File: src/rtl/video_pkg.sv
// Shared raster geometry types and preset modes for the video timing generator.
package video_pkg;

    typedef struct packed {
        int active;
        int fp;
        int sync;
        int bp;
    } timing_t;

    typedef struct packed {
        timing_t h;
        timing_t v;
    } mode_t;

    localparam mode_t VGA_640x480 = '{
        h: '{640, 16, 96, 48},
        v: '{480, 10, 2, 33}
    };

    localparam mode_t QVGA_320x240 = '{
        h: '{320, 8, 48, 24},
        v: '{240, 4, 3, 15}
    };

    function automatic int total(timing_t t);
        return t.active + t.fp + t.sync + t.bp;
    endfunction

    // Position ports need at least one bit even for degenerate geometries.
    function automatic int posw(int n);
        return (n > 1) ? $clog2(n) : 1;
    endfunction

endpackage

File: src/rtl/video_timing_if.sv
// Raster timing bundle driven by video_timing and consumed by the pixel pipeline.
interface video_timing_if #(
    parameter int H_ACTIVE    = 640,
    parameter int V_ACTIVE    = 480,
    parameter int SCALE_SHIFT = 1
);
    localparam int HPW = video_pkg::posw(H_ACTIVE >> SCALE_SHIFT);
    localparam int VPW = video_pkg::posw(V_ACTIVE >> SCALE_SHIFT);

    logic           pix_ce_o;
    logic           hsync_o;
    logic           vsync_o;
    logic           de_o;
    logic           vblank_o;
    logic [HPW-1:0] hpos_o;
    logic [VPW-1:0] vpos_o;
    logic           line_start_o;
    logic           frame_start_o;

    modport master (
        output pix_ce_o, hsync_o, vsync_o, de_o, vblank_o,
        output hpos_o, vpos_o, line_start_o, frame_start_o
    );

    modport slave (
        input pix_ce_o, hsync_o, vsync_o, de_o, vblank_o,
        input hpos_o, vpos_o, line_start_o, frame_start_o
    );

endinterface

File: src/rtl/pixel_ce_gen.sv
// Pixel prescaler: turns the system clock into a gated pixel step and a
// one-clock pix_ce pulse aligned with the freshly registered outputs.
module pixel_ce_gen #(
    parameter int PIX_DIV = 4
) (
    input  logic clk_i,
    input  logic rst_ni,
    input  logic en_i,
    output logic step_o,
    output logic pix_ce_o
);
    localparam int CW = (PIX_DIV > 1) ? $clog2(PIX_DIV) : 1;
    localparam logic [CW-1:0] LAST = CW'(PIX_DIV - 1);

    logic [CW-1:0] r_cnt;
    logic          r_ce;
    logic          w_step;

    assign w_step   = en_i && (r_cnt == LAST);
    assign step_o   = w_step;
    assign pix_ce_o = r_ce & en_i;

    always_ff @(posedge clk_i or negedge rst_ni) begin
        if (!rst_ni) begin
            r_cnt <= '0;
            r_ce  <= 1'b0;
        end else begin
            r_ce <= w_step;
            if (w_step) begin
                r_cnt <= '0;
            end else if (en_i) begin
                r_cnt <= r_cnt + 1'b1;
            end
        end
    end

endmodule

File: src/rtl/video_timing.sv
// Parametrised raster timing generator: h/v counters stepped by pixel_ce_gen,
// with every output a registered decode of the post-step position.
module video_timing #(
    parameter int H_ACTIVE    = 640,
    parameter int H_FP        = 16,
    parameter int H_SYNC      = 96,
    parameter int H_BP        = 48,
    parameter int V_ACTIVE    = 480,
    parameter int V_FP        = 10,
    parameter int V_SYNC      = 2,
    parameter int V_BP        = 33,
    parameter int PIX_DIV     = 4,
    parameter int SCALE_SHIFT = 1,
    parameter bit HSYNC_POL   = 1'b0,
    parameter bit VSYNC_POL   = 1'b0
) (
    input  logic          clk_i,
    input  logic          rst_ni,
    input  logic          en_i,
    video_timing_if.master vif
);
    import video_pkg::*;

    localparam int H_TOTAL = H_ACTIVE + H_FP + H_SYNC + H_BP;
    localparam int V_TOTAL = V_ACTIVE + V_FP + V_SYNC + V_BP;
    localparam int HCW = $clog2(H_TOTAL + 1);
    localparam int VCW = $clog2(V_TOTAL + 1);
    localparam int HPW = posw(H_ACTIVE >> SCALE_SHIFT);
    localparam int VPW = posw(V_ACTIVE >> SCALE_SHIFT);

    localparam logic [HCW-1:0] H_LAST = HCW'(H_TOTAL - 1);
    localparam logic [HCW-1:0] H_ACT  = HCW'(H_ACTIVE);
    localparam logic [HCW-1:0] H_SS   = HCW'(H_ACTIVE + H_FP);
    localparam logic [HCW-1:0] H_SE   = HCW'(H_ACTIVE + H_FP + H_SYNC);
    localparam logic [VCW-1:0] V_LAST = VCW'(V_TOTAL - 1);
    localparam logic [VCW-1:0] V_ACT  = VCW'(V_ACTIVE);
    localparam logic [VCW-1:0] V_SS   = VCW'(V_ACTIVE + V_FP);
    localparam logic [VCW-1:0] V_SE   = VCW'(V_ACTIVE + V_FP + V_SYNC);

    if (PIX_DIV < 1) begin : g_bad_div
        $error("video_timing: PIX_DIV must be >= 1");
    end
    if ((H_ACTIVE % (1 << SCALE_SHIFT)) != 0 ||
        (V_ACTIVE % (1 << SCALE_SHIFT)) != 0) begin : g_bad_scale
        $error("video_timing: active size not a multiple of the scale");
    end

    logic           w_step;
    logic           w_pix_ce;
    logic [HCW-1:0] w_h_nxt;
    logic [VCW-1:0] w_v_nxt;
    logic           w_h_wrap;
    logic           w_de;
    logic           w_vact;

    logic [HCW-1:0] r_h;
    logic [VCW-1:0] r_v;
    logic           r_hsync;
    logic           r_vsync;
    logic           r_de;
    logic           r_vblank;
    logic [HPW-1:0] r_hpos;
    logic [VPW-1:0] r_vpos;
    logic           r_ls;
    logic           r_fs;

    pixel_ce_gen #(
        .PIX_DIV (PIX_DIV)
    ) u_ce (
        .clk_i    (clk_i),
        .rst_ni   (rst_ni),
        .en_i     (en_i),
        .step_o   (w_step),
        .pix_ce_o (w_pix_ce)
    );

    always_comb begin
        w_h_wrap = (r_h == H_LAST);
        w_h_nxt  = w_h_wrap ? '0 : r_h + 1'b1;
        w_v_nxt  = r_v;
        if (w_h_wrap) begin
            w_v_nxt = (r_v == V_LAST) ? '0 : r_v + 1'b1;
        end
        w_vact = (w_v_nxt < V_ACT);
        w_de   = (w_h_nxt < H_ACT) && w_vact;
    end

    // Reset parks on the last back-porch pixel so the first step opens a frame.
    always_ff @(posedge clk_i or negedge rst_ni) begin
        if (!rst_ni) begin
            r_h      <= H_LAST;
            r_v      <= V_LAST;
            r_hsync  <= ~HSYNC_POL;
            r_vsync  <= ~VSYNC_POL;
            r_de     <= 1'b0;
            r_vblank <= 1'b1;
            r_hpos   <= '0;
            r_vpos   <= '0;
            r_ls     <= 1'b0;
            r_fs     <= 1'b0;
        end else if (w_step) begin
            r_h      <= w_h_nxt;
            r_v      <= w_v_nxt;
            r_hsync  <= (w_h_nxt >= H_SS && w_h_nxt < H_SE) ?
                        HSYNC_POL : ~HSYNC_POL;
            r_vsync  <= (w_v_nxt >= V_SS && w_v_nxt < V_SE) ?
                        VSYNC_POL : ~VSYNC_POL;
            r_de     <= w_de;
            r_vblank <= ~w_vact;
            r_hpos   <= w_de ? HPW'(w_h_nxt >> SCALE_SHIFT) : '0;
            r_vpos   <= w_vact ? VPW'(w_v_nxt >> SCALE_SHIFT) : '0;
            r_ls     <= (w_h_nxt == '0) && w_vact;
            r_fs     <= (w_h_nxt == '0) && (w_v_nxt == '0);
        end else begin
            r_ls     <= 1'b0;
            r_fs     <= 1'b0;
        end
    end

    assign vif.pix_ce_o      = w_pix_ce;
    assign vif.hsync_o       = r_hsync;
    assign vif.vsync_o       = r_vsync;
    assign vif.de_o          = r_de;
    assign vif.vblank_o      = r_vblank;
    assign vif.hpos_o        = r_hpos;
    assign vif.vpos_o        = r_vpos;
    assign vif.line_start_o  = r_ls & en_i;
    assign vif.frame_start_o = r_fs & en_i;

endmodule

File: src/flat_wrapper.sv
// flat-port wrapper written by rule: the top's interface ports become plain ports
module video_timing_flat import video_pkg::*;
#(
    parameter int H_ACTIVE    = 640,
    parameter int H_FP        = 16,
    parameter int H_SYNC      = 96,
    parameter int H_BP        = 48,
    parameter int V_ACTIVE    = 480,
    parameter int V_FP        = 10,
    parameter int V_SYNC      = 2,
    parameter int V_BP        = 33,
    parameter int PIX_DIV     = 4,
    parameter int SCALE_SHIFT = 1,
    parameter bit HSYNC_POL   = 1'b0,
    parameter bit VSYNC_POL   = 1'b0
)
  (clk_i, rst_ni, en_i, vif_pix_ce_o, vif_hsync_o, vif_vsync_o, vif_de_o, vif_vblank_o, vif_hpos_o, vif_vpos_o, vif_line_start_o, vif_frame_start_o);
  video_timing_if #(.H_ACTIVE(H_ACTIVE), .V_ACTIVE(V_ACTIVE), .SCALE_SHIFT(SCALE_SHIFT)) vif_i ();
  input  logic clk_i;
  input  logic rst_ni;
  input  logic en_i;
  output wire logic [$bits(vif_i.pix_ce_o)-1:0] vif_pix_ce_o;
  output wire logic [$bits(vif_i.hsync_o)-1:0] vif_hsync_o;
  output wire logic [$bits(vif_i.vsync_o)-1:0] vif_vsync_o;
  output wire logic [$bits(vif_i.de_o)-1:0] vif_de_o;
  output wire logic [$bits(vif_i.vblank_o)-1:0] vif_vblank_o;
  output wire logic [$bits(vif_i.hpos_o)-1:0] vif_hpos_o;
  output wire logic [$bits(vif_i.vpos_o)-1:0] vif_vpos_o;
  output wire logic [$bits(vif_i.line_start_o)-1:0] vif_line_start_o;
  output wire logic [$bits(vif_i.frame_start_o)-1:0] vif_frame_start_o;
  assign vif_pix_ce_o = vif_i.pix_ce_o;
  assign vif_hsync_o = vif_i.hsync_o;
  assign vif_vsync_o = vif_i.vsync_o;
  assign vif_de_o = vif_i.de_o;
  assign vif_vblank_o = vif_i.vblank_o;
  assign vif_hpos_o = vif_i.hpos_o;
  assign vif_vpos_o = vif_i.vpos_o;
  assign vif_line_start_o = vif_i.line_start_o;
  assign vif_frame_start_o = vif_i.frame_start_o;
  video_timing #(.H_ACTIVE(H_ACTIVE), .H_FP(H_FP), .H_SYNC(H_SYNC), .H_BP(H_BP), .V_ACTIVE(V_ACTIVE), .V_FP(V_FP), .V_SYNC(V_SYNC), .V_BP(V_BP), .PIX_DIV(PIX_DIV), .SCALE_SHIFT(SCALE_SHIFT), .HSYNC_POL(HSYNC_POL), .VSYNC_POL(VSYNC_POL)) u_core (.clk_i(clk_i), .rst_ni(rst_ni), .en_i(en_i), .vif(vif_i));
endmodule
File: config.mk
export PLATFORM = sky130hd
export DESIGN_NAME = video_timing_flat
export DESIGN_NICKNAME = d
export VERILOG_FILES = /design/src/rtl/video_pkg.sv /design/src/rtl/video_timing_if.sv /design/src/rtl/pixel_ce_gen.sv /design/src/rtl/video_timing.sv /design/src/flat_wrapper.sv
export SDC_FILE = /design/constraint.sdc
export NUM_CORES = 1
export LEC_CHECK = 0
export ABC_CLOCK_PERIOD_IN_PS = 3250
export BUFFER_PORTS_ARGS = -buffer_cell sky130_fd_sc_hd__buf_2
export CORE_ASPECT_RATIO = 1.25
export CORE_MARGIN = 2
export CORE_UTILIZATION = 55
export DETAILED_ROUTE_END_ITERATION = 8
export GPL_ROUTABILITY_DRIVEN = 0
export GPL_TIMING_DRIVEN = 0
export PLACE_DENSITY = 0.72
export SLEW_MARGIN = 25
export SYNTH_ARGS = -nofsm -noshare
export SYNTH_HDL_FRONTEND = slang
export SYNTH_SLANG_ARGS = --single-unit
export TNS_END_PERCENT = 1
File: constraint.sdc
create_clock -name clk_i -period 3.25 [get_ports clk_i]
set_input_delay 0.1625 -clock clk_i [delete_from_list [all_inputs] [get_ports clk_i]]
set_output_delay 0.1625 -clock clk_i [all_outputs]
set_load 0.1 [all_outputs]
# Yosys cells after proc, flatten, opt, wreduce, memory -nomap -nowiden
# Index checks and enable logic that the tools add are counted.
# op_classes
add_sub_neg	3
magnitude_cmp	6
n_eq_ne	3
n_mux	11
n_bitwise	4
reduce_logical	9
# op_table
op	n
$mux 10	3
$add 10x1->10 const B	2
$eq 10x10->1 const B	2
$logic_not 10->1	2
$lt 10x10->1 const B	2
$lt 10x9->1 const B	2
$ge 10x10->1 const B	1
$ge 10x9->1 const B	1
$mux 9	1
$mux 8	1
$logic_and 1x1->1	6
$mux 1	4
$mux 2	2
$and 1x1->1	3
$add 2x1->2 const B	1
$eq 2x2->1 const B	1
$reduce_bool 2->1	1
$not 1->1	1
# totals
register_bits	46
in_bits	3
output_inout_bits	24
word_cells	48

# Depth between registers and ports, before layout
# depth
depth_word	6
mapped_depth	9
depth_no_buf	8

# Hierarchy
# Synthesis repeated with hierarchy kept, for this count alone.
# unflattened
cells_unflattened	272
hier_area_um2	2595.0
# by_module_without_submodules
module	n_inst	cells_each	area_per_inst_um2	seq_area_each_um2
video_timing	1	263	2461.1	1092.3
pixel_ce_gen	1	9	133.9	75.1

# Least setup slack after synthesis
# No wires, ideal clock.
# synth_timing
path_type	reg2reg
startpoint	register u_core.r_h[0]
endpoint	register u_core.r_de (netlist: u_core.vif.de_o)
setup_time_ns	0.125
t_arrival_ns	2.274
t_required_ns	3.125
setup_slack_ns	0.851
path_stages_with_launch	8
path_buffers	0
period_less_slack_ns	2.399
cell_sequence	dfstp_2 > ha_1 > nand4_1 > nor4_2 > xnor2_1 > nor4b_4 > nor3_2 > mux2_2
# synth_via
elab_chain_len	4
word_cells_on_any_way	7
classes_between	add/sub: 1; order compare: 2; eq/ne: 1; mux: 2; reduce/logical: 1
# synth_lines
element	line	rtl
from (decl)	video_timing.sv:56	logic [HCW-1:0] r_h;
from (signal assigned)	video_timing.sv:102	r_h <= w_h_nxt;
$add 10x1->10 / $eq 10x10->1 (equally long branches)	video_timing.sv:79, video_timing.sv:78	
$mux 10, on equally long branches	video_timing.sv:79, video_timing.sv:81	
$lt 10x10->1 / $lt 10x9->1 (equally long branches)	video_timing.sv:85, video_timing.sv:84	
$logic_and 1x1->1 (*)	video_timing.sv:85	w_de = (w_h_nxt < H_ACT) && w_vact;
to (signal assigned)	video_timing.sv:108	r_de <= w_de;
to (decl)	video_timing.sv:60	logic r_de;
# Every way passes the cells marked *; elsewhere a longest branch is shown, timed or not.
# A chain may end at the register's enable or synchronous reset.

# Worst setup path after layout
# Ends and elaborated chain as after synthesis.

==> results.yml <==
run_status:
  status: "completed"
cells_and_area:
  drive_gt1_share_pct: 20.7
  finalInstanceArea_um2: 2890
  area_growth_pct: 12.1
  antenna_cells: 0
  n_fill_cell: 391
  nets: 310
  final-instance-count-excl-fill: 362
synthesis:
  yosysSeqAreaShare_pct: 45.3
  syn_area_um2: 2570
  syn_area_per_cell_um2: 9.57
  yosys_warnings: 0
  synthFlopType: "dfrtp_1"
  synth_fp_nets: 276
  ys_seq_elements: 46
  syn_inst: 269
  ys_async_sr_fraction_pct: 100
  synth.distinct_cells: 44
  synth_edf_count: 0
worst_setup_path:
  r2r_slack_ns: 0.36
  crit_required_ns: 3.49
  crit_type: "reg2reg"
  end_kind: "flop"
  start_kind: "flop"
  startpoint: "u_core.r_h[0]$_DFFE_PN1P_"
  crit_fanout: 8
  timing.rr.start: "u_core.r_h[0]$_DFFE_PN1P_"
  r2r_cells: 7
  arrival_ns: 3.13
power_and_ir_drop:
  p_leak_nw: 1.30
  ir_worst_vdd_mv: 0.474
  powerDensity_nw_per_um2: 603
placement:
  port_buffers: 26
  hpwl_um: 4120
  dp_cells: 353
  placed_area_um2: 2780
floorplanning:
  fp.dieW_um: 65.2
  core-area_um2: 4460
  io_pins: 27
  std_cell_rows: 27
  die_area_um2: 5250
  die_y_um: 80.5
  initial_core_util_pct: 57.7
grt:
  overflow: 0
  antenna_found_initial: 0
  track_usage_pct: 24.2
  grt_pass1_wl_um: 9610
  grt_max_degree: 47
  grt_pass1_vias: 1960
sta:
  rsz0062_at_grt: "false"
  slew-limit-headroom_pct: 58.1
  fin_crit_ns: 2.89
  hold_viol_final: 0
  worst_pin_slew_ns: 0.620
  finalSetupTns_ns: 0
  whs_ns: 0.116
  setup-violations-final: 0
  skew_ns: 0.00819
  fmax_ghz: 0.346
  slew_violations: 0
  fin_crit_sh_pct: 89.0
hold_path:
  min_path_type: "in2reg"
  whs_path_depth: 2
  hold_path.startpoint: "en_i"
detailed_routing:
  wl_per_cell_um: 15.7
  viasPerCell: 5.84
  drt_iter0_drc: 144
  num_vias: 2114
  drcViolationCount: 0
  dr.pass1.iters: 4
  drtAntennaViolNets: 0
  wl_um: 5690
cts:
  cts_made_buffers: 5
  clock-sinks: 46
  htreeDepth: 2
  ctsLongestPathBuffers: 2
  post_cts_buffers: 0
  worstSkewPairLatency_ns: 0.30
  cts_root_buf: "clkbuf_8"
  path_clk_slew_ns: 0.08
  cts_tree: "yes"
job:
  cap_viol_max_count: 0
## stage by stage
stage / utilization (%) / setup slack (ns) / power [mW]
6_report: 64.7 / 0.358 / 1.74
4_1_cts: 64.4 / 0.353 / 1.75
5_1_grt: 64.7 / 0.171 / 1.82
3_5_place_dp: 62.3 / 0.379 / 1.38
2_1_floorplan: - / 0.851 / 1.24
3_3_place_gp: 62.3 / 0.417 / 1.37
## registers in the layout, summed over array words and instances (netlist names)
signal,count
u_core.r_h,10
u_core.r_v,10
u_core.vif.hpos_o,9
u_core.vif.vpos_o,8
u_core.u_ce.r_cnt,2
u_core.r_fs,1
u_core.r_ls,1
u_core.u_ce.r_ce,1
u_core.vif.de_o,1
u_core.vif.hsync_o,1
u_core.vif.vblank_o,1
u_core.vif.vsync_o,1
## cell usage after synthesis, types with 2 or more instances
master    instances  area, um^2
ha_1              4        50.1
nand2_1          34         128
clkbuf_1         16        60.1
nand4_1          10        62.6
and2_1            5        31.3
o21ai_0          13        65.1
dfrtp_1          33         826
mux2_2            6        67.6
nor3_1            5        25.0
o31ai_1           9        67.6
mux2i_1           4        40.0
nand3_1           7        35.0
nand2b_1          6        37.5
and3_1            5        31.3
dfstp_2          13         342
xor2_1            6        52.6
a22o_1           10        87.6
nor4_2            3        37.5
and4_1            3        26.3
a21oi_1           8        40.0
xnor2_1          14         123
a21o_1            4        30.0
a31oi_1           2        12.5
nor2_1           24        90.1
a32o_1            2        20.0
inv_1             5        18.8
## area by class of cell
class,instances,area [um^2],share of cell area [%]
multi-input combinational,199,1310,45.2
timing repair buffer,27,143,4.94
sequential,46,1170,40.5
inverter,5,18.8,0.650
clock buffer,6,82.6,2.86
buffer,19,83.8,2.91
clock inverter,2,12.5,0.434
tap,58,72.6,2.52
## cells in the final DEF (no fill, tap or decap), types with 6 or more instances in the layout
cell / synthesis / layout
mux2_2: 6 / 6
dfrtp_1: 33 / 33
nand2_1: 34 / 34
buf_2: 1 / 26
a22o_1: 10 / 10
clkbuf_8: 0 / 6
nor2_1: 24 / 24
o31ai_1: 9 / 9
nand2b_1: 6 / 6
a21oi_1: 8 / 8
xor2_1: 6 / 6
nand3_1: 7 / 7
nand4_1: 10 / 10
clkbuf_1: 16 / 16
xnor2_1: 14 / 14
dfstp_2: 13 / 13
o21ai_0: 13 / 13
## critical path, stage by stage (launching register included)
cell and delay, ns:
dfstp_2 0.62, ha_1 0.28, nand4_1 0.32, nor4_2 0.49, xnor2_1 0.25, nor4b_4 0.11, nor3_2 0.51, mux2_2 0.26
## cells by family after synthesis
kind of cell | count (synthesis) | share of synthesized area [%]
AO/OA/AOI/OAI | 54 | 14.6
buffers and inverters | 24 | 3.98
multiplexers | 10 | 4.18
flip-flops | 46 | 45.3
XOR/XNOR | 20 | 6.80
adder cells (fa/ha/maj) | 4 | 1.94
AND/OR/NAND/NOR | 111 | 23.1
## path summary, 6_finish.rpt
path                                               endpoint
setup / recovery                u_core.vif.de_o$_DFFE_PN0P_
hold / removal             u_core.u_ce.r_cnt[0]$_DFFE_PN0P_
setup reg to reg                u_core.vif.de_o$_DFFE_PN0P_
hold reg to reg            u_core.vif.vpos_o[1]$_DFFE_PN0P_
max in group asynchronous         u_core.r_h[4]$_DFFE_PN1P_
min in group asynchronous         u_core.r_v[7]$_DFFE_PN0P_
## report_power, final
part	internal, mW	total [mW]	switching, mW
sequential	0.677	0.735	0.0574
combinational	0.160	0.637	0.477
clock	0.171	0.368	0.197
## timing repair
| action | in CTS | in global routing |
|---|---|---|
| endpoints found under the hold margin | 0 | 33 |
| resized for setup | 0 | 0 |
| hold buffers | 0 | 1 |
## layer usage
layer	wire length, um	track usage, %	vias up
met4	185	9.79	0
met5	0	0	-
met1	2460	30.6	1019
li1	-	-	1020
met2	2800	40.3	59
met3	250	4.62	16
Note: power is estimated with default switching activity, not from simulation.
